<file path="src/rtl/carrier_loop_ctrl.sv">
// Carrier-sync loop sequencer for the QPSK demodulator.
// Qualifies phase-error samples, gear-shifts the loop filter between
// wide-band acquire and narrow-band track, and drives the filter strobes.
module carrier_loop_ctrl #(
    parameter int PE_W        = 17,
    parameter int COEF_W      = 16,
    parameter int C1_ACQ      = 1024,
    parameter int C2_ACQ      = 32,
    parameter int C1_TRK      = 256,
    parameter int C2_TRK      = 2,
    parameter int LOCK_TH     = 2048,
    parameter int UNLOCK_TH   = 4096,
    parameter int LOCK_CNT    = 64,
    parameter int UNLOCK_CNT  = 16,
    parameter int ACQ_TIMEOUT = 4096
) (
    input  logic              clk,
    input  logic              rst_n,
    input  logic              enable,
    input  logic [PE_W-1:0]   phase_error,
    input  logic              pe_valid,
    output logic [COEF_W-1:0] loop_c1,
    output logic [COEF_W-1:0] loop_c2,
    output logic              lf_en,
    output logic              lf_clr,
    output logic              locked,
    output logic [1:0]        state
);

    typedef enum logic [1:0] {
        IDLE = 2'b00,
        CLR  = 2'b01,
        ACQ  = 2'b10,
        TRK  = 2'b11
    } stateT;

    localparam int ACQ_W  = $clog2(ACQ_TIMEOUT + 1);
    localparam int GOOD_W = $clog2(LOCK_CNT + 1);
    localparam int BAD_W  = $clog2(UNLOCK_CNT + 1);

    localparam logic [ACQ_W-1:0]  ACQ_MAX    = ACQ_W'(ACQ_TIMEOUT);
    localparam logic [GOOD_W-1:0] GOOD_MAX   = GOOD_W'(LOCK_CNT);
    localparam logic [BAD_W-1:0]  BAD_MAX    = BAD_W'(UNLOCK_CNT);
    localparam logic [PE_W-1:0]   LOCK_LIM   = PE_W'(LOCK_TH);
    localparam logic [PE_W-1:0]   UNLOCK_LIM = PE_W'(UNLOCK_TH);

    stateT               state_q, state_d;
    logic [ACQ_W-1:0]    acqCnt_q, acqCnt_d;
    logic [GOOD_W-1:0]   goodCnt_q, goodCnt_d;
    logic [BAD_W-1:0]    badCnt_q, badCnt_d;
    logic [COEF_W-1:0]   loopC1_q, loopC1_d;
    logic [COEF_W-1:0]   loopC2_q, loopC2_d;
    logic                lfEn_q, lfEn_d;
    logic                lfClr_q, lfClr_d;
    logic                locked_q, locked_d;

    logic [PE_W-1:0]     peMag;
    logic                isGood;
    logic                isBad;

    // Unsigned magnitude: the most negative code maps to 2^(PE_W-1), which
    // still fits in PE_W unsigned bits, so no overflow handling is needed.
    always_comb begin
        peMag  = phase_error[PE_W-1] ? (~phase_error + PE_W'(1)) : phase_error;
        isGood = (peMag <= LOCK_LIM);
        isBad  = (peMag > UNLOCK_LIM);
    end

    // State register plus counters and registered outputs, synchronous reset.
    always_ff @(posedge clk) begin
        if (!rst_n) begin
            state_q   <= IDLE;
            acqCnt_q  <= '0;
            goodCnt_q <= '0;
            badCnt_q  <= '0;
            loopC1_q  <= COEF_W'(C1_ACQ);
            loopC2_q  <= COEF_W'(C2_ACQ);
            lfEn_q    <= 1'b0;
            lfClr_q   <= 1'b0;
            locked_q  <= 1'b0;
        end else begin
            state_q   <= state_d;
            acqCnt_q  <= acqCnt_d;
            goodCnt_q <= goodCnt_d;
            badCnt_q  <= badCnt_d;
            loopC1_q  <= loopC1_d;
            loopC2_q  <= loopC2_d;
            lfEn_q    <= lfEn_d;
            lfClr_q   <= lfClr_d;
            locked_q  <= locked_d;
        end
    end

    // Next state and counters; enable low overrides everything and parks in IDLE.
    always_comb begin
        state_d   = state_q;
        acqCnt_d  = acqCnt_q;
        goodCnt_d = goodCnt_q;
        badCnt_d  = badCnt_q;
        if (!enable) begin
            state_d   = IDLE;
            acqCnt_d  = '0;
            goodCnt_d = '0;
            badCnt_d  = '0;
        end else begin
            case (state_q)
                IDLE: begin
                    state_d   = CLR;
                    acqCnt_d  = '0;
                    goodCnt_d = '0;
                    badCnt_d  = '0;
                end
                CLR: begin
                    state_d   = ACQ;
                    acqCnt_d  = '0;
                    goodCnt_d = '0;
                    badCnt_d  = '0;
                end
                ACQ: begin
                    if (pe_valid) begin
                        acqCnt_d  = (acqCnt_q == ACQ_MAX) ? acqCnt_q : acqCnt_q + 1'b1;
                        goodCnt_d = !isGood ? '0 :
                                    (goodCnt_q == GOOD_MAX) ? goodCnt_q : goodCnt_q + 1'b1;
                        if (goodCnt_d == GOOD_MAX) begin
                            state_d   = TRK;
                            acqCnt_d  = '0;
                            goodCnt_d = '0;
                            badCnt_d  = '0;
                        end else if (acqCnt_d == ACQ_MAX) begin
                            state_d   = CLR;
                            acqCnt_d  = '0;
                            goodCnt_d = '0;
                        end
                    end
                end
                TRK: begin
                    if (pe_valid) begin
                        badCnt_d = !isBad ? '0 :
                                   (badCnt_q == BAD_MAX) ? badCnt_q : badCnt_q + 1'b1;
                        if (badCnt_d == BAD_MAX) begin
                            state_d   = ACQ;
                            acqCnt_d  = '0;
                            goodCnt_d = '0;
                            badCnt_d  = '0;
                        end
                    end
                end
                default: state_d = IDLE;
            endcase
        end
    end

    // Output values follow the upcoming state; lf_en uses the state the sample arrived in.
    always_comb begin
        loopC1_d = (state_d == TRK) ? COEF_W'(C1_TRK) : COEF_W'(C1_ACQ);
        loopC2_d = (state_d == TRK) ? COEF_W'(C2_TRK) : COEF_W'(C2_ACQ);
        locked_d = (state_d == TRK);
        lfClr_d  = (state_d == CLR);
        lfEn_d   = pe_valid && enable && ((state_q == ACQ) || (state_q == TRK));
    end

    assign state   = state_q;
    assign loop_c1 = loopC1_q;
    assign loop_c2 = loopC2_q;
    assign lf_en   = lfEn_q;
    assign lf_clr  = lfClr_q;
    assign locked  = locked_q;

endmodule

</file>
<file path="config.mk">
export PLATFORM = sky130hd
export DESIGN_NAME = carrier_loop_ctrl
export DESIGN_NICKNAME = d
export VERILOG_FILES = /design/src/rtl/carrier_loop_ctrl.sv
export SDC_FILE = /design/constraint.sdc
export NUM_CORES = 1
export LEC_CHECK = 0
export CAP_MARGIN = 30
export CORE_ASPECT_RATIO = 1.25
export CORE_MARGIN = 5
export CORE_UTILIZATION = 40
export CTS_BUF_LIST = sky130_fd_sc_hd__clkbuf_8
export DETAILED_ROUTE_END_ITERATION = 10
export GPL_TIMING_DRIVEN = 0
export HOLD_SLACK_MARGIN = 0.1
export PLACE_DENSITY = 0.72
export SYNTH_ARGS = -nofsm -noshare
export SYNTH_HDL_FRONTEND = slang
export SYNTH_SLANG_ARGS = --single-unit
</file>
<file path="constraint.sdc">
create_clock -name clk -period 4.7 [get_ports clk]
set_input_delay 0.47 -clock clk [delete_from_list [all_inputs] [get_ports clk]]
set_output_delay 0.47 -clock clk [all_outputs]
set_load 0.05 [all_outputs]
</file>
---- Word-level counts from Yosys, hierarchy flattened ----
Cells that the tools add are included.
word-level totals
  flip-flop bits (word level) ............. 62
  output and inout port bits .............. 37
  word-level logic and storage cells ...... 71
cells by class
  mux-type cells .......................... 32
  magnitude comparators ................... 2
  bitwise gates (word level) .............. 1
  reductions and logical operators ........ 8
  equal/unequal tests ..................... 15
  add/subtract/negate cells ............... 4
operator list
  cell                                                    number
  2-to-1 mux 13 bit                                       6
  2-to-1 mux 7 bit                                        7
  case mux 13 bit (3 select lines)                        1
  2-to-1 mux 5 bit                                        6
  == test 13 bit (second input constant)                  2
  case mux 7 bit (3 select lines)                         1
  adder 17 x 1 -> 17 bit (second input constant)          1
  > comparator 17 x 13 -> 1 bit (second input constant)   1
  <= comparator 17 x 12 -> 1 bit (second input constant)  1
  2-to-1 mux 17 bit                                       1
  NOT 17 bit                                              1
  case mux 5 bit (3 select lines)                         1
  == test 7 bit (second input constant)                   2
  adder 13 x 1 -> 13 bit (second input constant)          1
  2-to-1 mux 2 bit                                        6
  2-to-1 mux 11 bit                                       1
  == test 5 bit (second input constant)                   2
  inequality test 2 bit (second input constant)           4
  case mux 2 bit (4 select lines)                         1
  adder 7 x 1 -> 7 bit (second input constant)            1
  == test 2 bit (second input constant)                   3
  2-to-1 mux 6 bit                                        1
  AND reduction 3 bit                                     2
  adder 5 x 1 -> 5 bit (second input constant)            1
  6 further kinds                                         8

---- Depth between registers and ports, before layout ----
Gate-level depths: netlist of run 1.
  depth after elaboration ................. 12
  depth in mapped cells ................... 11
  depth with buffers taken out ............ 9

---- Least setup slack after synthesis of run 1 ----
No wires, ideal clock.
  path kind ............................... input-to-reg
  start ................................... in phase_error[0]
  end ..................................... reg acqCnt_q[7]
  path buffers ............................ 2
  data required time ...................... 4.575 ns
  arrival ................................. 2.718 ns
  cell stages on the path ................. 11
  setup slack ............................. 1.857 ns
  cells stage by stage .................... inv_1 -> ha_1 -> or3b_1 -> clkbuf_1 -> o2111a_1 -> nor4_4 -> nor4_2 -> a311o_2 -> buf_6 -> a32oi_1 -> o22ai_1
on the way
  cells in the longest elaborated chain, start to end .. 9
  elaborated cells on any way between the ends .. 14
RTL lines
  item                              RTL line  text
  start: declaration                20        input logic [PE_W-1:0] phase_error,
  NOT 17 bit                        64        peMag = phase_error[PE_W-1] ? (~phase_error + PE_W'(1)) : phase_error;
  adder 17 x 1 -> 17 bit            64
  2-to-1 mux 17 bit (*)             64
  <= comparator 17 x 12 -> 1 bit    65        isGood = (peMag <= LOCK_LIM);
  2-to-1 mux 7 bit                  122       goodCnt_d = !isGood ? '0 :
  == test 7 bit                     124       if (goodCnt_d == GOOD_MAX) begin
  2-to-1 mux 13 bit                 124
  2-to-1 mux 13 bit                 120       if (pe_valid) begin
  case mux 13 bit (3 select lines)  106       case (state_q)
  end signal: assignment            83        acqCnt_q <= acqCnt_d;
  end: declaration                  48        logic [ACQ_W-1:0] acqCnt_q, acqCnt_d;
Every way passes the cells marked *; elsewhere a longest branch is shown, timed or not. The select of a mux whose other input is x is not followed.
A chain may end at the register's enable or synchronous reset.

---- Worst setup path in the final report of run 1 ----
  start ................................... in phase_error[4]
  end ..................................... reg goodCnt_q[3]
on the way
  cells in the longest elaborated chain, start to end .. 9
  elaborated cells on any way between the ends .. 15
RTL lines
  item                                               RTL line  text
  NOT 17 bit                                         64
  adder 17 x 1 -> 17 bit                             64
  2-to-1 mux 17 bit (*)                              64
  <= comparator 17 x 12 -> 1 bit                     65
  2-to-1 mux 7 bit                                   122
  == test 7 bit or 2-to-1 mux 7 bit (tied branches)  124, 129
  2-to-1 mux 7 bit                                   124
  2-to-1 mux 7 bit                                   120
  case mux 7 bit (3 select lines)                    106
  end signal: assignment                             84        goodCnt_q <= goodCnt_d;
  end: declaration                                   49        logic [GOOD_W-1:0] goodCnt_q, goodCnt_d;
Marked as above.

==> flow_metrics.tcl, run 1 <==
set metrics [dict create \
    run_status "completed" \
    grt_max_degree 11 \
    grtUsageTotal_pct 16.7 \
    grt_util_met2_pct 29.9 \
    cts_sinks 31 \
    root_buffer "clkbuf_8" \
    multiInputGateArea_mm2 0.00196 \
    gr-usage-met1_pct 19.0 \
    power.internal_w 0.000434 \
    viasPerCell 5.71 \
    final_nets 462 \
    ir_drop_mv 0.101 \
    synthArstFlopShare_pct 0 \
    grt_pass1_wl_um 12700 \
    skew_ps 7.85 \
    min_period_over_period_pct 71.3 \
    syn_area_mm2 0.00292 \
    fmax_ghz 0.298 \
    rr_worst_depth 10 \
    overflow 0 \
    dp.cells 517 \
    coreArea_mm2 0.00702 \
    power_frac_seq_pct 41.4 \
    end_kind "flop" \
    via_count 2992 \
    synth_top_area_cell "dfxtp_1" \
    place_area_mm2 0.00342 \
    drv_slew 0 \
    sw_frac_of_total_pct 32.9 \
    pwr-share-comb_pct 24.2 \
    cts.repair.resized 0 \
    start_util_pct 41.6 \
    dr.pass1.iters 5 \
    wl_um 7510 \
    wire_per_inst_um 14.3 \
    synth_ff_type "dfxtp_1" \
    dp_hpwl_um 5790 \
    power_w 0.000647 \
    drc 0 \
    crit_fanout 10 \
    hold_viol 0 \
    r2r_end "acqCnt_q[5]" \
    syn_avg_cell_area_um2 7.87 \
    instances_no_fill 524 \
    holdPathEnd "badCnt_q[1]" \
    synth-seq-cells 31 \
    cts_hold_buf 0 \
    hold_start "badCnt_q[1]" \
    dr.first_iter.drc_count 124 \
    yosys_warnings 0 \
    dieArea_mm2 0.00912 \
    setup_viol 0 \
    cp-start-kind "input pin" \
    rsz0062_at_grt "no" \
    path_clk_slew_ps 70 \
    syn_inst 371 \
    cts.htree.levels 2 \
    crit_required_ps 4910 \
    postCtsSetupBuffers 0 \
    yosys.area.top_type_share_pct 21.3 \
    layout-drive-gt1-share_pct 14.5 \
    period_minus_slack_ps 3350 \
    reg2reg_slack_ps 1620 \
    num_io_pins 58 \
    synth_area_leaders "dfxtp_1 (21%), buf_4 (8.0%), nand3_1 (5.0%)" \
    worst_slew_pin_slew_ps 671 \
    reg2reg_from "acqCnt_q[0]" \
    synth_edf_count 0 \
    cp.arrival_ps 3560 \
    busiest_layer "met2" \
    max-cap-violations 0 \
    hp-class "reg -> reg" \
    p_sw_w 0.000213 \
    grt_pass1_vias 2835 \
    syn_to_final_growth_pct 20.3 \
    ant_nets 0 \
    timing.slew.headroom_pct 54.6 \
    cts_tree "done" \
    fin_area_mm2 0.00351 \
    p_per_area_mw_per_mm2 184 \
    port_buffers 29 \
    finalSetupTns_ps 0 \
    fillCellCount 715 \
    worstSetupPathType "in -> reg" \
    antenna_found_initial 0 \
    gp_congestion 0.851 \
    use_met3_pct 3.12 \
    antennaDiodeCount 0 \
    leakage_nw 1.24 \
    ys_seq_area_share_pct 21.3 \
    worstSkewPairLatency_ps 290 \
    p_clk_share_pct 34.4 \
    hold_depth 2 \
    rows 34 \
    seq_area_um2 621 \
    yosys.cell_types.count 70 \
    cts_made_buffers 5 \
    die_x_um 86.4 \
    cts_buffer_depth 2 \
    die_y_um 106 \
]
==> power by group through the flow <==
stage                     clock (W)  sequential [W]  combinational, W
after detailed placement          0        0.000274          0.000156
after global placement            0        0.000274          0.000153
after floorplan                   0        0.000279          0.000112
final                      0.000222        0.000268          0.000157
after CTS                  0.000223        0.000268          0.000156
after global routing       0.000236        0.000268          0.000167
==> registers in the layout (all words and copies together) (netlist names) <==
signal	cells
acqCnt_q	13
goodCnt_q	7
badCnt_q	5
loop_c1	2
state	2
lf_clr	1
lf_en	1
==> synthesized netlist by cell type, types with 4 or more instances <==
| master | instances |
|---|---|
| a21oi_1 | 9 |
| a31oi_1 | 13 |
| and2_1 | 5 |
| and3_1 | 10 |
| and4_1 | 5 |
| buf_4 | 31 |
| clkbuf_1 | 19 |
| dfxtp_1 | 31 |
| ha_1 | 7 |
| inv_1 | 24 |
| nand2_1 | 18 |
| nand3_1 | 29 |
| nand3b_1 | 4 |
| nand4_1 | 21 |
| nand4b_1 | 6 |
| nor2_1 | 11 |
| nor2b_1 | 6 |
| nor3_1 | 11 |
| nor4_1 | 7 |
| o211ai_1 | 6 |
| o21ai_0 | 7 |
| o21ai_1 | 6 |
| o22ai_1 | 4 |
| o31ai_1 | 4 |
| or4_1 | 4 |
| xnor2_1 | 8 |
==> routing by layer <==
layer	vias up	part of all wire (%)
met5	-	0
li1	1475	-
met1	1388	41
met3	22	5.2
met4	0	2.8
met2	107	51
==> how the worst max path moves through the flow <==
stage	start	endpoint	slack [ps]	cells past startpoint
global placement	phase_error[4]	acqCnt_q[0]	1110	10
finish	phase_error[4]	goodCnt_q[3]	1350	9
detailed placement	phase_error[4]	acqCnt_q[0]	1060	10
CTS	phase_error[4]	goodCnt_q[3]	1370	9
floorplan	phase_error[0]	acqCnt_q[7]	1860	11
global route	phase_error[1]	loop_c1[8]	1180	11
==> cells by family after synthesis <==
kind of cell	share of synthesized area, %
AND/OR/NAND/NOR	33.9
buffers and inverters	15.0
adder cells (fa/ha/maj)	3.00
AO/OA/AOI/OAI	22.4
flip-flops	21.3
multiplexers	1.41
other	0.128
XOR/XNOR	3.00
==> worst max-delay path: stages <==
cell and delay (ps):
clkdlybuf4s50_1 520, or4_1 580, buf_6 160, nor4_1 280, mux2_2 400, a21oi_2 380, a311o_2 240, nand3_2 270
a31oi_1 260
==> area by class of cell <==
type	count	area share [%]
multi-input cells	289	55.9
well taps	90	3.21
flip-flops and latches	31	17.7
clock buffers	6	2.35
inverters	24	2.57
repair buffers	29	8.27
clock inverters	1	0.143
plain buffers	54	9.87
==> metrics by stage <==
stage	util, %	hold slack, ps	setup slack, ps
final	50.0	500	1350
after global routing	50.0	535	1180
after CTS	50.0	496	1370
after detailed placement	48.8	486	1060
after global placement	48.8	479	1110
after floorplan	-	461	1860
==> cell usage in the layout, fill, tap and decap left out, drive strengths merged, types with 4 or more instances in the layout <==
master         instances
conb                  28
nor4                  10
o211ai                 6
ha                     7
buf                   35
clkdlybuf4s50         29
clkbuf                25
nand3b                 4
nor2b                  6
and3                  10
a21oi                 10
nor2                  11
and2                   6
nand4                 22
or4                    4
nand4b                 6
a31oi                 15
nand3                 31
inv                   24
nand2                 18
and4                   5
o31ai                  6
o32ai                  4
xnor2                  8
nor3                  12
dfxtp                 31
o22ai                  4
o21ai                 14
Power figures use the tool's default switching activity.
==> run 2, diff against run 1 <==
==> constraint.sdc (replaced) <==
create_clock -name clk -period 3.5 [get_ports clk]
set_input_delay 0.35 -clock clk [delete_from_list [all_inputs] [get_ports clk]]
set_output_delay 0.35 -clock clk [all_outputs]
set_load 0.05 [all_outputs]
==> results of run 2 <==
Same layout as run 1 (identical final DEF). Status: completed.
Main changes from that run: setup slack after placement 1060 ps -> -15.3 ps; setup slack after layout 1350 ps -> 269 ps; register-to-register setup slack 1620 ps -> 420 ps; total power 0.000647 W -> 0.000869 W; worst IR drop on VDD 0.101 mV -> 0.135 mV
